## src/rtl/wts_mixer_pkg.sv

```systemverilog
// rtl/wts_mixer_pkg.sv - shared types, widths and helpers for the channel mixer
//
// Purpose : state encoding, datapath widths and the envelope clamp helper
//           used by wts_mixer_term and wts_channel_mixer.
// Ports   : none (package).
package wts_mixer_pkg;

    typedef enum logic [1:0] {
        ST_IDLE  = 2'd0,
        ST_SCAN  = 2'd1,
        ST_FLUSH = 2'd2,
        ST_OUT   = 2'd3
    } mix_state_t;

    localparam int WAVE_W = 8;
    localparam int ENV_W  = 8;
    localparam int VOL_W  = 4;
    localparam int SEL_W  = 3;
    localparam int TERM_W = 19;
    localparam int ACC_W  = 22;
    localparam int OUT_W  = 16;

    localparam logic [ENV_W-1:0] ENV_MAX = 8'd128;

    // Envelope levels above full scale are treated as full scale.
    function automatic logic [ENV_W-1:0] clamp_env(input logic [ENV_W-1:0] env);
        return (env > ENV_MAX) ? ENV_MAX : env;
    endfunction

endpackage

```

## src/rtl/wts_mixer_term.sv

```systemverilog
// rtl/wts_mixer_term.sv - registered per-channel product stage of the mixer
//
// Purpose : computes enable ? wave * min(env,128) * vol : 0 for the channel
//           currently selected and registers it together with a valid flag.
// Ports   : clk, nreset        clock / asynchronous active-low reset
//           i_clear            start of frame: drop the product valid flag
//           i_load             capture the product of the current inputs
//           i_wave/i_env/i_vol/i_enable  channel inputs
//           o_prod, o_prod_valid         registered signed product and flag
module wts_mixer_term
    import wts_mixer_pkg::*;
(
    input  logic                     clk,
    input  logic                     nreset,
    input  logic                     i_clear,
    input  logic                     i_load,
    input  logic [WAVE_W-1:0]        i_wave,
    input  logic [ENV_W-1:0]         i_env,
    input  logic [VOL_W-1:0]         i_vol,
    input  logic                     i_enable,
    output logic signed [TERM_W-1:0] o_prod,
    output logic                     o_prod_valid
);

    logic [ENV_W-1:0]         w_env_c;
    logic signed [TERM_W-1:0] w_wave_x;
    logic signed [TERM_W-1:0] w_env_x;
    logic signed [TERM_W-1:0] w_vol_x;
    logic signed [TERM_W-1:0] w_term;

    logic signed [TERM_W-1:0] r_prod;
    logic                     r_prod_valid;

    assign w_env_c  = clamp_env(i_env);

    // Wave is sign-extended, envelope and volume are zero-extended, so the
    // whole product is a signed multiply that fits in TERM_W bits.
    assign w_wave_x = TERM_W'($signed(i_wave));
    assign w_env_x  = $signed(TERM_W'(w_env_c));
    assign w_vol_x  = $signed(TERM_W'(i_vol));
    assign w_term   = i_enable ? (w_wave_x * w_env_x * w_vol_x) : '0;

    always_ff @(posedge clk or negedge nreset) begin
        if (!nreset) begin
            r_prod       <= '0;
            r_prod_valid <= 1'b0;
        end else if (i_clear) begin
            r_prod_valid <= 1'b0;
        end else if (i_load) begin
            r_prod       <= w_term;
            r_prod_valid <= 1'b1;
        end
    end

    assign o_prod       = r_prod;
    assign o_prod_valid = r_prod_valid;

endmodule

```

## src/rtl/wts_channel_mixer.sv

```systemverilog
// rtl/wts_channel_mixer.sv - time-multiplexed channel mixer top level
//
// Purpose : once per requested frame scans CH_NUM channels, accumulates
//           wave * envelope * volume products and outputs a 16-bit sample.
//           Optional feature macro: WTS_MIXER_SATURATION_EN (>>>4 with clamp
//           instead of >>>6).
// Ports   : clk, nreset          clock / asynchronous active-low reset
//           active               timing pulse qualifying every state change
//           sample_start         frame request
//           ch_sel               channel index presented to upstream
//           ch_wave/ch_envelope/ch_volume/ch_enable  selected channel data
//           mix_out, mix_valid   mixed sample and its one-period strobe
//           busy                 frame in progress
module wts_channel_mixer
    import wts_mixer_pkg::*;
#(
    parameter int CH_NUM = 6
) (
    input  logic              clk,
    input  logic              nreset,
    input  logic              active,
    input  logic              sample_start,
    output logic [SEL_W-1:0]  ch_sel,
    input  logic [WAVE_W-1:0] ch_wave,
    input  logic [ENV_W-1:0]  ch_envelope,
    input  logic [VOL_W-1:0]  ch_volume,
    input  logic              ch_enable,
    output logic [OUT_W-1:0]  mix_out,
    output logic              mix_valid,
    output logic              busy
);

    mix_state_t               r_state;
    mix_state_t               w_state_nxt;
    logic [SEL_W-1:0]         r_ch_cnt;
    logic signed [ACC_W-1:0]  r_acc;
    logic [OUT_W-1:0]         r_mix_out;
    logic                     r_mix_valid;

    logic                     w_clear;
    logic                     w_load;
    logic                     w_flush;
    logic                     w_out;
    logic                     w_last;
    logic signed [TERM_W-1:0] w_prod;
    logic                     w_prod_valid;
    logic signed [ACC_W-1:0]  w_acc_sh;
    logic [OUT_W-1:0]         w_scaled;

    assign w_last = (r_ch_cnt == SEL_W'(CH_NUM - 1));

    always_ff @(posedge clk or negedge nreset) begin
        if (!nreset) begin
            r_state <= ST_IDLE;
        end else begin
            r_state <= w_state_nxt;
        end
    end

    // The OUT period also accepts a new request so frames can run back to
    // back with a period of CH_NUM+2 active cycles; the old sum is scaled
    // out on the same edge that clears the accumulator.
    always_comb begin
        w_state_nxt = r_state;
        w_clear     = 1'b0;
        w_load      = 1'b0;
        w_flush     = 1'b0;
        w_out       = 1'b0;
        case (r_state)
            ST_IDLE: begin
                if (active && sample_start) begin
                    w_clear     = 1'b1;
                    w_state_nxt = ST_SCAN;
                end
            end
            ST_SCAN: begin
                w_load = active;
                if (active && w_last) begin
                    w_state_nxt = ST_FLUSH;
                end
            end
            ST_FLUSH: begin
                w_flush = active;
                if (active) begin
                    w_state_nxt = ST_OUT;
                end
            end
            ST_OUT: begin
                w_out = active;
                if (active) begin
                    if (sample_start) begin
                        w_clear     = 1'b1;
                        w_state_nxt = ST_SCAN;
                    end else begin
                        w_state_nxt = ST_IDLE;
                    end
                end
            end
            default: begin
                w_state_nxt = ST_IDLE;
            end
        endcase
    end

    wts_mixer_term u_term (
        .clk          (clk),
        .nreset       (nreset),
        .i_clear      (w_clear),
        .i_load       (w_load),
        .i_wave       (ch_wave),
        .i_env        (ch_envelope),
        .i_vol        (ch_volume),
        .i_enable     (ch_enable),
        .o_prod       (w_prod),
        .o_prod_valid (w_prod_valid)
    );

`ifdef WTS_MIXER_SATURATION_EN
    localparam logic signed [ACC_W-1:0] SAT_HI = 22'sd32767;
    localparam logic signed [ACC_W-1:0] SAT_LO = -22'sd32768;

    assign w_acc_sh = r_acc >>> 4;

    always_comb begin
        w_scaled = OUT_W'(w_acc_sh);
        if (w_acc_sh > SAT_HI) begin
            w_scaled = 16'h7fff;
        end else if (w_acc_sh < SAT_LO) begin
            w_scaled = 16'h8000;
        end
    end
`else
    // |acc| <= 8 * 245760, so acc >>> 6 always fits in 16 bits.
    assign w_acc_sh = r_acc >>> 6;
    assign w_scaled = OUT_W'(w_acc_sh);
`endif

    // The product register lags the channel counter by one cycle, so each
    // SCAN step adds the previous channel and FLUSH adds the last one.
    always_ff @(posedge clk or negedge nreset) begin
        if (!nreset) begin
            r_acc       <= '0;
            r_ch_cnt    <= '0;
            r_mix_out   <= '0;
            r_mix_valid <= 1'b0;
        end else begin
            if (w_clear) begin
                r_acc    <= '0;
                r_ch_cnt <= '0;
            end else if (w_load) begin
                if (w_prod_valid) begin
                    r_acc <= r_acc + ACC_W'(w_prod);
                end
                r_ch_cnt <= r_ch_cnt + SEL_W'(1);
            end else if (w_flush) begin
                r_acc <= r_acc + ACC_W'(w_prod);
            end
            if (w_out) begin
                r_mix_out <= w_scaled;
            end
            if (active) begin
                r_mix_valid <= w_out;
            end
        end
    end

    assign ch_sel    = (r_state == ST_SCAN) ? r_ch_cnt : '0;
    assign busy      = (r_state != ST_IDLE);
    assign mix_out   = r_mix_out;
    assign mix_valid = r_mix_valid;

endmodule

```

## config.mk

```make
export PLATFORM = sky130hd
export DESIGN_NAME = wts_channel_mixer
export DESIGN_NICKNAME = d
export VERILOG_FILES = /design/src/rtl/wts_mixer_pkg.sv /design/src/rtl/wts_mixer_term.sv /design/src/rtl/wts_channel_mixer.sv
export SDC_FILE = /design/constraint.sdc
export NUM_CORES = 1
export LEC_CHECK = 0
export BUFFER_PORTS_ARGS = -buffer_cell sky130_fd_sc_hd__buf_2
export CAP_MARGIN = 15
export CORE_UTILIZATION = 57
export DETAILED_ROUTE_END_ITERATION = 16
export GPL_TIMING_DRIVEN = 0
export PLACE_DENSITY_LB_ADDON = 0.2
export SLEW_MARGIN = 20
export SYNTH_ARGS = -nofsm -noshare
export SYNTH_HDL_FRONTEND = slang
export SYNTH_HIERARCHICAL = 1
export SYNTH_SLANG_ARGS = --single-unit
```

## constraint.sdc

```tcl
create_clock -name clk -period 2.2 [get_ports clk]
set_input_delay 0.44 -clock clk [delete_from_list [all_inputs] [get_ports clk]]
set_output_delay 0.44 -clock clk [all_outputs]
set_load 0.02 [all_outputs]
```

# [Yosys cells after proc, flatten, opt, wreduce, memory -nomap -nowiden]
# Cells that the tools add are included.
# Widths: inputs -> output; s select.
[word_totals] in_bits=25 elab_cells=55 out_inout_bits=21 regBits=64
[classes] muxes=24 n_bitwise=1 add_sub_neg=2 n_lt_le_gt_ge=1 reduce_logical=9 n_eq_ne=9 mul=2
[ops] op="$mux 22" n=4
[ops] op="$add 22x19->22" n=1
[ops] op="$mul 19x4->19" n=1
[ops] op="$mux 19" n=1
[ops] op="$mul 8x9->17" n=1
[ops] op="$mux 1" n=9
[ops] op="$mux 3" n=3
[ops] op="$gt 8x8->1 const B" n=1
[ops] op="$mux 2" n=4
[ops] op="$mux 8" n=1
[ops] op="$ne 2x2->1 const B" n=4
[ops] op="$pmux 2 s4" n=1
[ops] op="$eq 2x2->1 const B" n=2
[ops] op="$reduce_and 2->1" n=2
[ops] op="$reduce_and 4->1" n=1
[ops] op="$reduce_bool 2->1" n=2
[ops] op="$add 3x1->3 const B" n=1
[ops] op="$eq 3x3->1 const B" n=1
[ops] op="$ne 3x2->1 const B" n=1
[ops] op="$reduce_bool 3->1" n=1
[ops] op="$eq 2x1->1 const B" n=1
[ops] op="$logic_and 1x1->1" n=2
[ops] op="$logic_not 2->1" n=1
[ops] op="$pmux 1 s2" n=1
[ops] op="$not 1->1" n=1

# [Longest topological paths before layout]
[depth] ltp_word=5 mapped_depth=33 depth_no_buf=32

# [Hierarchy]
# The synthesis kept the hierarchy.
[by_module_without_submodules] mod="wts_mixer_term" area_per_inst_um2=4914.7 n_inst=1 seq_area_each_um2=500.5 cells_each=585
[by_module_without_submodules] mod="wts_channel_mixer" area_per_inst_um2=2925.3 n_inst=1 seq_area_each_um2=1101.1 cells_each=300

# [Worst setup path before layout]
# OpenSTA, ideal clock, no wires.
[synth_path] path_type="input port to flip-flop" startpoint="input ch_envelope[7]" endpoint="register u_term.r_prod[18], in the netlist u_term/o_prod[18]" path_buffers=1 arrival_time_ns=6.993 cell_stages=31 setup_slack_ns=-4.920 required_time_ns=2.073 setup_ns=0.127 path_cell_list="clkbuf_1 -> nor2b_1 -> and2_1 -> fa_1 -> inv_1 -> fa_1 -> inv_1 -> fa_1 -> inv_1 -> fa_1 -> inv_1 -> ha_1 -> nand2_1 -> a2bb2oi_1 -> nand2b_1 -> a21oi_1 -> xnor2_1 -> and2_1 -> fa_1 -> inv_1 -> fa_1 -> inv_1 -> ha_1 -> or3_1 -> a21oi_2 -> a21boi_2 -> o211a_1 -> a211oi_2 -> xnor2_1 -> xnor2_1 -> o21ai_1"
[synth_via] elab_chain_cells=5
[synth_rtl] item="start: declaration" line="wts_channel_mixer.sv:25" rtl="input logic [ENV_W-1:0] ch_envelope,"
[synth_rtl] item="$gt 8x8->1" line="wts_mixer_pkg.sv:27" rtl="return (env > ENV_MAX) ? ENV_MAX : env;"
[synth_rtl] item="$mux 8 (*)" line="wts_mixer_pkg.sv:27"
[synth_rtl] item="$mul 8x9->17 (*)" line="wts_mixer_term.sv:41" rtl="assign w_term = i_enable ? (w_wave_x * w_env_x * w_vol_x) : '0;"
[synth_rtl] item="$mul 19x4->19 (*)" line="wts_mixer_term.sv:41"
[synth_rtl] item="$mux 19 (*)" line="wts_mixer_term.sv:41"
[synth_rtl] item="end signal: assignment" line="wts_mixer_term.sv:50" rtl="r_prod <= w_term;"
[synth_rtl] item="end: declaration" line="wts_mixer_term.sv:31" rtl="logic signed [TERM_W-1:0] r_prod;"
# Mark *: on every way between the ends. The rest lies on a longest branch, timed or not.
# A chain may end at the register's enable or synchronous reset.

# [Final worst setup path]
# Ends and elaborated chain as after synthesis.

==> results summary <==
The startpoint type of the worst setup path is a primary input. The cell area that synthesis handed to floorplanning was 7840 sq um. The post-synthesis net count is 1068.

The run finished, with violations left. Global routing finished with a remaining overflow of 0. The clock tree from TritonCTS is yes. The HPWL reported at the end of detailed placement came out at 13100 um. After routing, the total negative slack on setup checks comes to -56810 ps. The synthesized instance count is 885. The layout has 957 filler cells. The largest total area in the synthesized netlist belongs to sky130_fd_sc_hd__dfrtp_1. For this run, the top clock speed supported by timing is 149.8 MHz. The Yosys step of the flow raised 6 warnings. The maximum vdd drop came out at 0.0009622 V. The width of the die is 119.3 um.

The worst setup skew after layout came out at 4.422 ps. In the final routing, the length of wire on met1 measures 7217 um. The share of flip-flops with an asynchronous set or reset after synthesis came out at 1.000.

The detailed-route wire length per cell is 14.93 um. The diode insertion count for antenna repair came out at 0. The number of sinks driven by the clock tree is 64.

The post-detailed-route DRC marker count is 0. The overall power came out at 15.35 mW. The final-report setup violation count came out at 22.

The count of flip-flops with a built-in enable after synthesis is 0. At the end of the flow the core is filled with cells to 0.7455. Among all stages on the critical path, the largest delay is contributed by sky130_fd_sc_hd__fa_1.

The final count of hold timing violations came out at 0. The effective utilization at floorplan came out at 0.5874. The detailed-route vias per instance came out at 5.483. The final antenna-violating net count is 0.

On the worst path, the slowest cell contributes a delay of 520 ps. In the finished design, the share of the clock period the worst path needs comes to 3.034. In this run the worst path has a maximum fanout of 8. The number of antenna violations at the first check in global routing is 0.

The slew at the pin closest to its max-slew limit is 779.1 ps. The number of standard-cell rows in the floorplan came out at 42. The fraction of final layout cells sized beyond drive strength 1 came out at 0.3081. Across the run, the number of max-cap violations was 0. The post-CTS clock slew at the launch and capture registers of the worst setup and hold paths came out at 50 ps.

The data arrival at the endpoint of the critical path is 6870 ps. In the synthesized netlist the dominant register cell turns out to be sky130_fd_sc_hd__dfrtp_1. The global-route wire length before repair came out at 29640 um. The hold-fix buffer count after cts is 0. The number of pins with negative max-slew slack in the final report came out at 0.

In this run the cell area measured after placement is 8895 sq um. The growth of design area from synthesis to finish came out at 26.92%. The highest signal layer in the routed design is met4. The flop and latch count out of synthesis is 64. Before CTS, the worst setup slack after placement is -5094 ps. The clock network latency to the later pin of the worst-skew pair came out at 330 ps. The CTS H-tree depth came out at 3.

The ratio of total power to cell area came out at 1543 nW/um^2. The floorplan step defined a die boundary enclosing 14230 sq um. The port buffer count came out at 42. The largest net degree at the start of global routing is 65. The required time reported for the critical path endpoint is 2400 ps. The number of search-and-repair iterations in the first detailed-routing pass is 4. The number of global-route vias before repair was 6593. Dividing the synthesized area by the synthesized cell count gives 8.859 sq um.

The number of buffers created by CTS came out at 9. The area share of the largest cell type after synthesis came out at 0.2043. The number of top-level design ports came out at 46. The floorplan step defined a core boundary enclosing 13350 sq um. Setup repair after global routing could not meet its margin everywhere. The final cell area excluding filler cells is 9951 sq um. The proportion of synthesized chip area in sequential cells came out at 0.2043. The tightest min-delay check is of the primary input to async pin type. The worst-case setup margin in the final layout is -4475 ps. By count the netlist is led by 115 x sky130_fd_sc_hd__inv_1, 115 x sky130_fd_sc_hd__nand2_1, 89 x sky130_fd_sc_hd__ha_1, 83 x sky130_fd_sc_hd__and2_1, 69 x sky130_fd_sc_hd__fa_1.

The wire length on met3 is 420 um. The kind of critical path is primary input to register. The clock passes through at most 2 buffers. The smallest clock period supported by the final layout is computed as 6675 ps.

The total global routing track utilization came out at 0.2583. The headroom to the max-slew limit is 0.4806. The initial DRC count came out at 260. The master cell of the clock root buffer is sky130_fd_sc_hd__clkbuf_16.

The number of distinct library cells after synthesis is 57. The total via count after detailed routing came out at 6393. STA classifies the critical path endpoint as a register. The met2 wirelength from detailed routing came out at 9288 um.

The post-layout net count is 1171. The cell that appears most often on the critical path is sky130_fd_sc_hd__fa_1. The total wire length after detailed routing is 17410 um. By area the synthesized netlist is led by sky130_fd_sc_hd__dfrtp_1 20%, sky130_fd_sc_hd__fa_1 18%, sky130_fd_sc_hd__ha_1 14%, sky130_fd_sc_hd__and2_1 6.6%, sky130_fd_sc_hd__inv_1 5.5%. The leakage power total is 4.845 nW. The final reports fail on negative setup slack.

The final RePlAce weighted congestion came out at 0.9125. The height of the chip is 119.3 um.
-- report_power, final --
group	total [mW]	switching (mW)	internal (mW)
sequential	2.00	0.347	1.65
clock	1.18	0.447	0.735
combinational	12.2	6.25	5.92
total	15.4	7.05	8.30
-- worst paths after layout --
kind,from,end,slack (ps),cells past startpoint
max,ch_envelope[7],u_term/o_prod[18],-4480,31
max reg2reg,r_state[0],u_term/o_prod[9],-160,10
min in group clk,ch_wave[0],u_term/o_prod[0],420,3
max in group asynchronous,nreset,u_term/o_prod[7],1490,1
min,nreset,r_ch_cnt[2],190,1
min reg2reg,u_term/o_prod[15],u_term/o_prod[15],470,2
-- worst max-delay path, delay by kind of cell --
kind	cells	cell delay, ps
AOI/OAI and AO/OA	8	1030
adders and majority gates	8	3340
and+or+nand+nor	6	1150
buffers and inverters	6	480
xor gates and xnor gates	3	410
-- state kept, by name (all words and copies together), names as in the netlist --
name                 flops
u_term/o_prod           19
r_state                  2
mix_valid                1
r_acc                   22
mix_out                 16
u_term/o_prod_valid      1
r_ch_cnt                 3
-- stage by stage --
| step | instances | hold slack [ps] |
|---|---|---|
| 2_1_floorplan | 885 | 144.4 |
| 3_3_place_gp | 1103 | 455.2 |
| 3_5_place_dp | 1103 | 461.0 |
| 4_1_cts | 1143 | 212.3 |
| 5_1_grt | 1166 | 261.9 |
| 6_report | 1166 | 192.2 |
-- logic make-up (layout without fill, tap and decap cells) --
| logic type | after synthesis | after routing | synth area share |
|---|---|---|---|
| AND/OR/NAND/NOR | 304 | 305 | 0.1939 |
| adder cells (fa/ha/maj) | 158 | 158 | 0.3182 |
| AO/OA/AOI/OAI | 156 | 156 | 0.1365 |
| buffers and inverters | 140 | 244 | 0.06958 |
| flip-flops | 64 | 64 | 0.2043 |
| XOR/XNOR | 45 | 45 | 0.05123 |
| multiplexers | 18 | 18 | 0.02633 |
-- layout by cell type (no fill, tap or decap), types with 7 or more instances in the layout --
master	synthesis	layout
sky130_fd_sc_hd__buf_4	0	47
sky130_fd_sc_hd__o21ai_1	4	11
sky130_fd_sc_hd__fa_1	69	64
sky130_fd_sc_hd__nand3_1	13	12
sky130_fd_sc_hd__buf_6	2	8
sky130_fd_sc_hd__a21oi_2	5	12
sky130_fd_sc_hd__mux2_2	17	17
sky130_fd_sc_hd__buf_2	4	43
sky130_fd_sc_hd__a21oi_1	39	26
sky130_fd_sc_hd__xor2_1	16	15
sky130_fd_sc_hd__nor2_1	29	25
sky130_fd_sc_hd__and2_4	0	18
sky130_fd_sc_hd__a22o_1	7	7
sky130_fd_sc_hd__and3_1	8	8
sky130_fd_sc_hd__inv_2	0	18
sky130_fd_sc_hd__and2_1	83	65
sky130_fd_sc_hd__nor2b_4	0	7
sky130_fd_sc_hd__clkbuf_1	18	10
sky130_fd_sc_hd__xnor2_1	28	24
sky130_fd_sc_hd__nor3_1	11	9
sky130_fd_sc_hd__ha_4	0	31
sky130_fd_sc_hd__a211oi_2	3	8
sky130_fd_sc_hd__inv_1	115	97
sky130_fd_sc_hd__nand2b_1	18	11
sky130_fd_sc_hd__clkbuf_16	0	10
sky130_fd_sc_hd__a21o_1	13	13
sky130_fd_sc_hd__nand2_2	1	11
sky130_fd_sc_hd__dfrtp_1	64	64
sky130_fd_sc_hd__o21ai_0	31	17
sky130_fd_sc_hd__nand2_1	115	104
sky130_fd_sc_hd__ha_1	89	55
-- final cells by class --
class                      instances  area (sq um)  share of cell area
buffer                            21         155.1             0.01559
clock buffer                      11         232.7             0.02339
clock inverter                     2         10.01            0.001006
inverter                         115         431.7             0.04338
multi-input combinational        682          6648              0.6681
sequential                        64          1602              0.1609
tap                              176         220.2             0.02213
timing repair buffer              95         651.9             0.06551
-- what timing repair did --
action / in CTS / in global routing
cloned: 0 / 1
endpoints found under the setup margin: 32 / 39
buffers inserted: 29 / 24
pin swaps: 63 / 36
gates resized for setup: 53 / 49
-- layer usage --
metal	vias up	global-route usage
met5	-	0
met2	114	0.4920
met3	32	0.03496
li1	3117	-
met4	0	0.09889
met1	3130	0.2879
Note: power is estimated with default switching activity, not from simulation.
